`src/rtl/reg_bank_ctrl.sv`:
```
// reg_bank_ctrl: calculator register bank (R0 = accumulator) with an edge-triggered command sequencer.
// Optional UNDO shadow bank is built when the macro REGBANK_UNDO_EN is defined.
module reg_bank_ctrl #(
  parameter int unsigned WIDTH = 5,
  parameter int unsigned NREG  = 4,
  parameter int unsigned KW    = 2
) (
  input  logic                    clk_i,
  input  logic                    rst_ni,
  input  logic [2:0]              op_i,
  input  logic [KW-1:0]           k_i,
  input  logic                    perform_i,
  output logic                    busy_o,
  output logic                    done_o,
  output logic                    err_o,
  output logic [NREG*WIDTH-1:0]   r_o
);

  localparam logic [2:0] OP_INIT  = 3'b000;
  localparam logic [2:0] OP_CLR   = 3'b001;
  localparam logic [2:0] OP_LOAD  = 3'b010;
  localparam logic [2:0] OP_STORE = 3'b011;
  localparam logic [2:0] OP_SWAP  = 3'b100;
  localparam logic [2:0] OP_INC   = 3'b101;
  localparam logic [2:0] OP_DEC   = 3'b110;
  localparam logic [2:0] OP_UNDO  = 3'b111;

  typedef enum logic [0:0] {
    S_IDLE      = 1'b0,
    S_INIT_WALK = 1'b1
  } state_e;

  state_e            state_q;
  logic              perform_q;
  logic [KW-1:0]     idx_q;
  logic [WIDTH-1:0]  regs_q [NREG];
  logic [WIDTH-1:0]  regs_d [NREG];
  logic              busy_q;
  logic              done_q;
  logic              err_q;

  logic              accept_s;
  logic              k_ok_s;
  logic              uses_k_s;
  logic              illegal_s;
  logic              reject_s;
  logic              last_s;

`ifdef REGBANK_UNDO_EN
  logic [WIDTH-1:0]  shadow_q [NREG];
  logic              undo_valid_q;
  logic              modify_s;
`endif

  function automatic logic [WIDTH-1:0] idx_val(input logic [KW-1:0] i);
    return WIDTH'(i);
  endfunction

  // Command decode: edge detect, index range check and rejection.
  always_comb begin
    accept_s  = perform_i && !perform_q && (state_q == S_IDLE);
    k_ok_s    = (32'(k_i) < NREG);
    last_s    = (32'(idx_q) == (NREG - 32'd1));
    uses_k_s  = 1'b0;
    illegal_s = 1'b0;
    case (op_i)
      OP_LOAD, OP_STORE, OP_SWAP, OP_INC, OP_DEC: uses_k_s = 1'b1;
      OP_UNDO: begin
`ifdef REGBANK_UNDO_EN
        illegal_s = !undo_valid_q;
`else
        illegal_s = 1'b1;
`endif
      end
      default: uses_k_s = 1'b0;
    endcase
    reject_s = (uses_k_s && !k_ok_s) || illegal_s;
`ifdef REGBANK_UNDO_EN
    modify_s = accept_s && !reject_s && (op_i != OP_UNDO);
`endif
  end

  // Next register bank: INIT walk write or single-edge command result.
  always_comb begin
    regs_d = regs_q;
    if (state_q == S_INIT_WALK) begin
      regs_d[idx_q] = idx_val(idx_q);
    end else if (accept_s && !reject_s) begin
      case (op_i)
        OP_CLR:   regs_d[0] = '0;
        OP_LOAD:  regs_d[0] = regs_q[k_i];
        OP_STORE: regs_d[k_i] = regs_q[0];
        OP_SWAP: begin
          regs_d[0]   = regs_q[k_i];
          regs_d[k_i] = regs_q[0];
        end
        OP_INC:   regs_d[k_i] = regs_q[k_i] + WIDTH'(1'b1);
        OP_DEC:   regs_d[k_i] = regs_q[k_i] - WIDTH'(1'b1);
        OP_UNDO: begin
`ifdef REGBANK_UNDO_EN
          regs_d = shadow_q;
`else
          regs_d = regs_q;
`endif
        end
        default:  regs_d = regs_q;
      endcase
    end else begin
      regs_d = regs_q;
    end
  end

  // Sequencer FSM, handshake outputs and register bank storage.
  always_ff @(posedge clk_i or negedge rst_ni) begin
    if (!rst_ni) begin
      state_q   <= S_IDLE;
      perform_q <= 1'b1;
      idx_q     <= '0;
      busy_q    <= 1'b0;
      done_q    <= 1'b0;
      err_q     <= 1'b0;
      for (int i = 0; i < int'(NREG); i++) begin
        regs_q[i] <= '0;
      end
    end else begin
      perform_q <= perform_i;
      regs_q    <= regs_d;
      done_q    <= 1'b0;
      err_q     <= 1'b0;
      case (state_q)
        S_IDLE: begin
          if (accept_s) begin
            if (!reject_s && (op_i == OP_INIT)) begin
              state_q <= S_INIT_WALK;
              idx_q   <= '0;
              busy_q  <= 1'b1;
            end else begin
              done_q  <= 1'b1;
              err_q   <= reject_s;
            end
          end
        end
        S_INIT_WALK: begin
          idx_q <= idx_q + KW'(1'b1);
          if (last_s) begin
            state_q <= S_IDLE;
            idx_q   <= '0;
            busy_q  <= 1'b0;
            done_q  <= 1'b1;
          end
        end
        default: begin
          state_q <= S_IDLE;
          busy_q  <= 1'b0;
        end
      endcase
    end
  end

`ifdef REGBANK_UNDO_EN
  // Shadow bank captured at the accept edge of every modifying command.
  always_ff @(posedge clk_i or negedge rst_ni) begin
    if (!rst_ni) begin
      undo_valid_q <= 1'b0;
      for (int i = 0; i < int'(NREG); i++) begin
        shadow_q[i] <= '0;
      end
    end else if (modify_s) begin
      shadow_q     <= regs_q;
      undo_valid_q <= 1'b1;
    end else if (accept_s && !reject_s && (op_i == OP_UNDO)) begin
      undo_valid_q <= 1'b0;
    end
  end
`endif

  // Flatten the bank onto the output bus.
  always_comb begin
    r_o = '0;
    for (int i = 0; i < int'(NREG); i++) begin
      r_o[i*WIDTH +: WIDTH] = regs_q[i];
    end
  end

  assign busy_o = busy_q;
  assign done_o = done_q;
  assign err_o  = err_q;

endmodule

```
`config.mk`:
```
export PLATFORM = sky130hd
export DESIGN_NAME = reg_bank_ctrl
export DESIGN_NICKNAME = d
export VERILOG_FILES = /design/src/rtl/reg_bank_ctrl.sv
export SDC_FILE = /design/constraint.sdc
export NUM_CORES = 1
export LEC_CHECK = 0
export BUFFER_PORTS_ARGS = -buffer_cell sky130_fd_sc_hd__buf_2
export CAP_MARGIN = 10
export CORE_UTILIZATION = 50
export CTS_CLUSTER_DIAMETER = 200
export DETAILED_ROUTE_END_ITERATION = 16
export PLACE_DENSITY = 0.77
export SYNTH_ARGS = -nofsm -noshare
export SYNTH_HDL_FRONTEND = slang
export SYNTH_SLANG_ARGS = --single-unit
```
`constraint.sdc`:
```
create_clock -name clk_i -period 6.4 [get_ports clk_i]
set_input_delay 1.28 -clock clk_i [delete_from_list [all_inputs] [get_ports clk_i]]
set_output_delay 1.28 -clock clk_i [all_outputs]
set_load 0.02 [all_outputs]
```
=== Word-level counts from Yosys, hierarchy flattened ===
Cells that the tools add are included.

* Add/sub/neg operators: 3
* $lt $le $gt $ge: 4
* Equality and inequality tests: 11
* Multiplexer cells: 36
* Bitwise gates (word level): 3
* Reduce and logical (&&, ||, !) cells: 16

{| class="wikitable"
|+ Operators with widths
! operator !! count
|-
| bitwise mux 20 bit || 5
|-
| case mux 15 bit (4 select lines) || 1
|-
| two-way mux 20 bit || 2
|-
| case mux 5 bit (6 select lines) || 1
|-
| demux 5 bit (select 2 bit) || 2
|-
| two-way mux 5 bit || 4
|-
| two-way mux 1 bit || 13
|-
| == test 3 bit, second input constant || 4
|-
| binary-select mux 5 bit (select 2 bit) || 1
|-
| nonzero test 7 bit || 1
|-
| == test 3 x 2 -> 1 bit, second input constant || 2
|-
| >= comparator 3 bit, second input constant || 2
|-
| logical AND 1 bit || 6
|-
| < comparator 3 x 1 -> 1 bit, second input constant || 2
|-
| two-way mux 2 bit || 3
|-
| NOT 2 -> 3 bit || 2
|-
| case mux 1 bit (2 select lines) || 3
|-
| AND reduction 2 bit || 3
|-
| adder 5 x 1 -> 5 bit, second input constant || 1
|-
| nonzero test 5 bit || 1
|-
| subtractor 5 x 1 -> 5 bit, second input constant || 1
|-
| != test 2 x 1 -> 1 bit, second input constant || 2
|-
| case mux 2 bit (2 select lines) || 1
|-
| == test 3 x 1 -> 1 bit, second input constant || 1
|-
| 8 further kinds || 9
|}

* Flip-flop bits (word level): 27
* Input port bits: 8
* Output and inout bits: 23
* Logic and storage cells: 83

=== Logic depth before layout (Yosys ltp) ===
* Word-level depth: 9
* Depth in mapped cells: 10
* Depth with buffers taken out: 8

=== Least setup slack after synthesis ===
OpenSTA, ideal clock, no wires.

* Kind: input-to-reg
* Start: in k_i[0]
* End: reg regs_q (netlist bit r_o[1])
* Setup time: 0.139 ns
* Data arrival time: 3.159 ns
* Slack: 3.102 ns
* Stages: 10
* Cells stage by stage: buf_6 -> mux4_2 -> buf_6 -> inv_1 -> ha_1 -> inv_1 -> a22o_1 -> a2111oi_0 -> o22a_1 -> o221ai_1

* Word-level cells in the longest chain between the ends: 9
* Elaborated cells between the ends (all ways): 18
* Those cells by class: add/sub (2); order compare (2); mux (12); bitwise (1); reduce/logical (1)

{| class="wikitable"
|+ RTL lines
! what !! line !! RTL
|-
| from (decl) || 11 || <nowiki>input logic [KW-1:0] k_i,</nowiki>
|-
| NOT 2 -> 3 bit (implied by the code) * || -- ||
|-
| binary-select mux 5 bit (select 2 bit) (tied with other cells) || -- ||
|-
| two-way mux 5 bit (implied by the code) / logical AND 1 bit (equally long branches) || -- ||
|-
| two-way mux 5 bit (on tied branches) || -- ||
|-
| subtractor 5 x 1 -> 5 bit (tied with other cells) || 98 || <nowiki>OP_DEC: regs_d[k_i] = regs_q[k_i] - WIDTH'(1'b1);</nowiki>
|-
| bitwise mux 20 bit (on tied branches) || -- ||
|-
| case mux 5 bit (6 select lines) * || 89 || <nowiki>case (op_i)</nowiki>
|-
| two-way mux 20 bit * || 88 || <nowiki>end else if (accept_s && !reject_s) begin</nowiki>
|-
| two-way mux 20 bit * || 86 || <nowiki>if (state_q == S_INIT_WALK) begin</nowiki>
|-
| to (signal assigned) || 127 || <nowiki>regs_q <= regs_d;</nowiki>
|-
| to (decl) || 36 || <nowiki>logic [WIDTH-1:0] regs_q [NREG];</nowiki>
|}

Every way passes the cells marked *; elsewhere a longest branch is shown, timed or not. The select of a mux whose other input is x is not followed.
A chain may end at the register's enable or synchronous reset.

=== Worst setup path after layout ===
Ends and elaborated chain as after synthesis.

==> metrics.md <==
| Metric | Value |
|---|---|
| Max-cap violations | `0` |
| Min Tclk post-route | `3392 ps` |
| IO buf count | `30` |
| Area Overhead vs Synth | `8.481%` |
| VDD IR max | `0.2264 mV` |
| WP data arrival | `3550 ps` |
| Post-synthesis mux area share | `0.06880` |
| Clock slew at reported path FFs | `100 ps` |
| CP max stage delay | `670 ps` |
| Synthesized instance count | `237` |
| Post-CTS Setup Bufs | `0` |
| Startpoint Class | `input port` |
| Largest family of logic cells by synthesized area | `compound AO/OA/AOI/OAI gates` |
| Compound-Gate Fraction of Synth Area | `0.2853` |
| Synth Warn # | `0` |
| Core area | `4029 sq um` |
| Net Sw Power | `0.3955 mW` |
| Average wire per standard cell | `17.68 um` |
| Worst Tran Pin Value | `872.1 ps` |
| WS Path Type | `in -> reg` |
| Post-cts resize count | `0` |
| Crit end category | `flip-flop` |
| Number of synthesized flops with an enable pin | `0` |
| Total GRT Usage | `0.2760` |
| CTS Hold Buffers Added | `0` |
| Pint | `0.4477 mW` |
| Switching Fraction | `0.4690` |
| Worst-Skew Late Latency | `280 ps` |
| First-pass GRT wire length | `9142 um` |
| Initial antenna violation count | `0` |
| Root buffer cell | `clkbuf_8` |
| Die area | `4483 sq um` |
| Multi-input gate area in the final layout | `1304 sq um` |
| XOR/XNOR Fraction of Synth Area | `0.03737` |
| Sink Count | `27` |
| Power per cell area | `368.4 nW/um^2` |
| Post-Synth Adder-Cell Area | `0.03559` |
| Vias/cell | `6.508` |
| Seq/Total Area, Yosys | `0.3209` |
| Leakage power | `0.9670 nW` |
| DR iter-0 viols | `125` |
| Total Wirelength | `5357 um` |
| Comb pwr share | `0.518` |
| GRT Residual Overflow | `0` |
| Vias | `1,972` |
| Slowest-stage cell, CP | `mux4_2` |
| Largest net degree at the start of global routing | `29` |
| Finished Core Util | `0.5680` |
| Top_reg_cell synth | `dfrtp_1` |
| Required @ worst endpoint | `6550 ps` |
| Most common cell in the netlist | `dfrtp_1` |
| Distinct cell type count after synthesis | `57` |
| Ys async rst share | `1.000` |
| TNS Setup | `0 ps` |
| Max frequency | `294.8 MHz` |
| Dpl hpwl | `3954 um` |
| Post-route ant nets | `0` |
| Synth Area per Inst | `8.901 sq um` |
| Row count | `23` |
| Pwr Total | `0.8432 mW` |
| Status | `completed` |
| H-tree levels | `1` |
| Max-slew headroom | `0.4165` |
| Final hold vios | `0` |
| Vias in the first global route | `1,860` |
| Synth area leader | `dfrtp_1` |
| Die Y | `66.96 um` |
| Ant diodes | `0` |
| Reg power frac | `0.358` |
| Area contributors post-synth | `dfrtp_1 (31%), mux4_2 (5.3%), nand2_1 (3.9%)` |
| Worst-path fanout max | `16` |
| Final setup fails | `0` |
| Crit share post-route | `0.5300` |
| Num CTS Buffers | `3` |
| Final Max Tran Viols | `0` |
| Initial Util | `0.5236` |
| # fillers | `363` |
| Clock Power Share | `0.123` |
| Top post-synthesis cells by count | `dfrtp_1 (26), nand2_1 (22), nor2_1 (14)` |
| Clock Tree Buf Depth | `2` |
| RSZ-0062 raised after global routing | `no` |
| Flops & latches, synth | `27` |
| Drt drc | `0` |
| Most used cell, CP | `inv_1` |
| Die width | `66.96 um` |
| Max Clock Skew | `3.018 ps` |
| Worst hold-check path type | `reg -> reg` |
| RePlAce Congestion | `0.9535` |
| Mapped Nets | `251` |
| Sequential cell area | `676.9 sq um` |
| Mapped cell area | `2110 sq um` |
| Hold slack | `506.6 ps` |
| Synth Area in Simple Gates | `0.1910` |
| # nets final | `268` |
| Area share of the leading cell type in the synthesized netlist | `0.3084` |
| TritonCTS clock tree | `yes` |
| Layout cells sized above 1 | `0.1818` |
| Pre-antenna DRT Iters | `4` |
| Critical-path cell list | `buf_2 -> mux4_2 -> inv_1 -> ha_1 -> inv_1 -> a22o_1 -> a2111oi_0 -> o22a_1 -> o221ai_1` |
| Top Ports | `31` |
==> power by group through the flow <==
stage	clock [mW]	combinational, mW	sequential, mW
2_1_floorplan	0	0.277	0.341
3_3_place_gp	0	0.426	0.305
3_5_place_dp	0	0.431	0.305
4_1_cts	0.109	0.434	0.302
5_1_grt	0.116	0.485	0.313
6_report	0.104	0.437	0.302
==> per-layer routing <==
metal / wire, um / vias to the layer above / global-route usage
li1: - / 944 / -
met3: 302 / 10 / 0.03767
met5: 0 / - / 0
met1: 2366 / 950 / 0.3853
met4: 96 / 0 / 0.1250
met2: 2590 / 68 / 0.4192
==> cells in the final DEF (no fill, tap or decap), types with 3 or more instances in the layout <==
| cell | Yosys | final |
|---|---|---|
| buf_2 | 1 | 30 |
| dfrtp_1 | 26 | 26 |
| nand2_1 | 22 | 22 |
| nor2_1 | 14 | 14 |
| inv_1 | 12 | 12 |
| a21oi_1 | 12 | 12 |
| o21ai_0 | 10 | 10 |
| a211oi_1 | 8 | 8 |
| nand3_1 | 7 | 7 |
| a32oi_1 | 6 | 6 |
| ha_1 | 6 | 6 |
| mux4_2 | 5 | 5 |
| xor2_1 | 5 | 5 |
| o221ai_1 | 5 | 5 |
| o211a_1 | 4 | 4 |
| o21ai_1 | 4 | 4 |
| o211ai_1 | 4 | 4 |
| o31ai_1 | 4 | 4 |
| xnor2_1 | 4 | 4 |
| nand2b_1 | 3 | 3 |
| nor3_1 | 3 | 3 |
| and3b_1 | 3 | 3 |
| nor2b_1 | 3 | 3 |
| and3_1 | 3 | 3 |
| nor3b_1 | 3 | 3 |
| a22oi_1 | 3 | 3 |
| clkbuf_8 | 0 | 3 |
==> logic make-up after synthesis <==
family | after synthesis
AOI/OAI and AO/OA | 83
xor gates and xnor gates | 9
adders and majority gates | 6
buffers and inverters | 30
DFF | 27
muxes | 8
and+or+nand+nor | 74
==> final timing paths <==
path / startpoint / to / slack (ps) / cells after the start
max: k_i[0] / r_o[1]$_DFFE_PN0P_ / 3010 / 9
min: busy_o$_DFFE_PN0P_ / busy_o$_DFFE_PN0P_ / 510 / 1
max reg2reg: r_o[0]$_DFFE_PN0P_ / r_o[1]$_DFFE_PN0P_ / 3900 / 8
min reg2reg: busy_o$_DFFE_PN0P_ / busy_o$_DFFE_PN0P_ / 510 / 1
max in group asynchronous: rst_ni / r_o[2]$_DFFE_PN0P_ / 5010 / 1
min in group asynchronous: rst_ni / r_o[5]$_DFFE_PN0P_ / 1000 / 1
==> critical path, delay by kind of cell <==
family | cells | cell delay [ps]
mux | 1 | 670
compound gates | 4 | 930
buf+inv | 3 | 490
fa+ha+maj | 1 | 170
==> cell type report <==
type,instances,share of cell area
Timing Repair Buffer,30,0.06561
Clock inverter,1,0.003827
Tap cell,50,0.02734
Sequential cell,27,0.2958
Inverter,12,0.01968
Clock buffer,3,0.01804
Multi-Input combinational cell,180,0.5697
==> flip-flops by register name, summed over array words and instances (netlist names) <==
signal	count
busy_o	1
state_q	1
perform_q	1
err_o	1
done_o	1
r_o	20
idx_q	2
==> per-stage QoR <==
stage                     std cells  setup WS, ps  area [sq um]
final                           303          3008          2288
after floorplan                 237          3102          2110
after global routing            303          2867          2288
after CTS                       303          3038          2288
after detailed placement        299          2736          2238
after global placement          299          2821          2238
(Power assumes the default switching activity.)
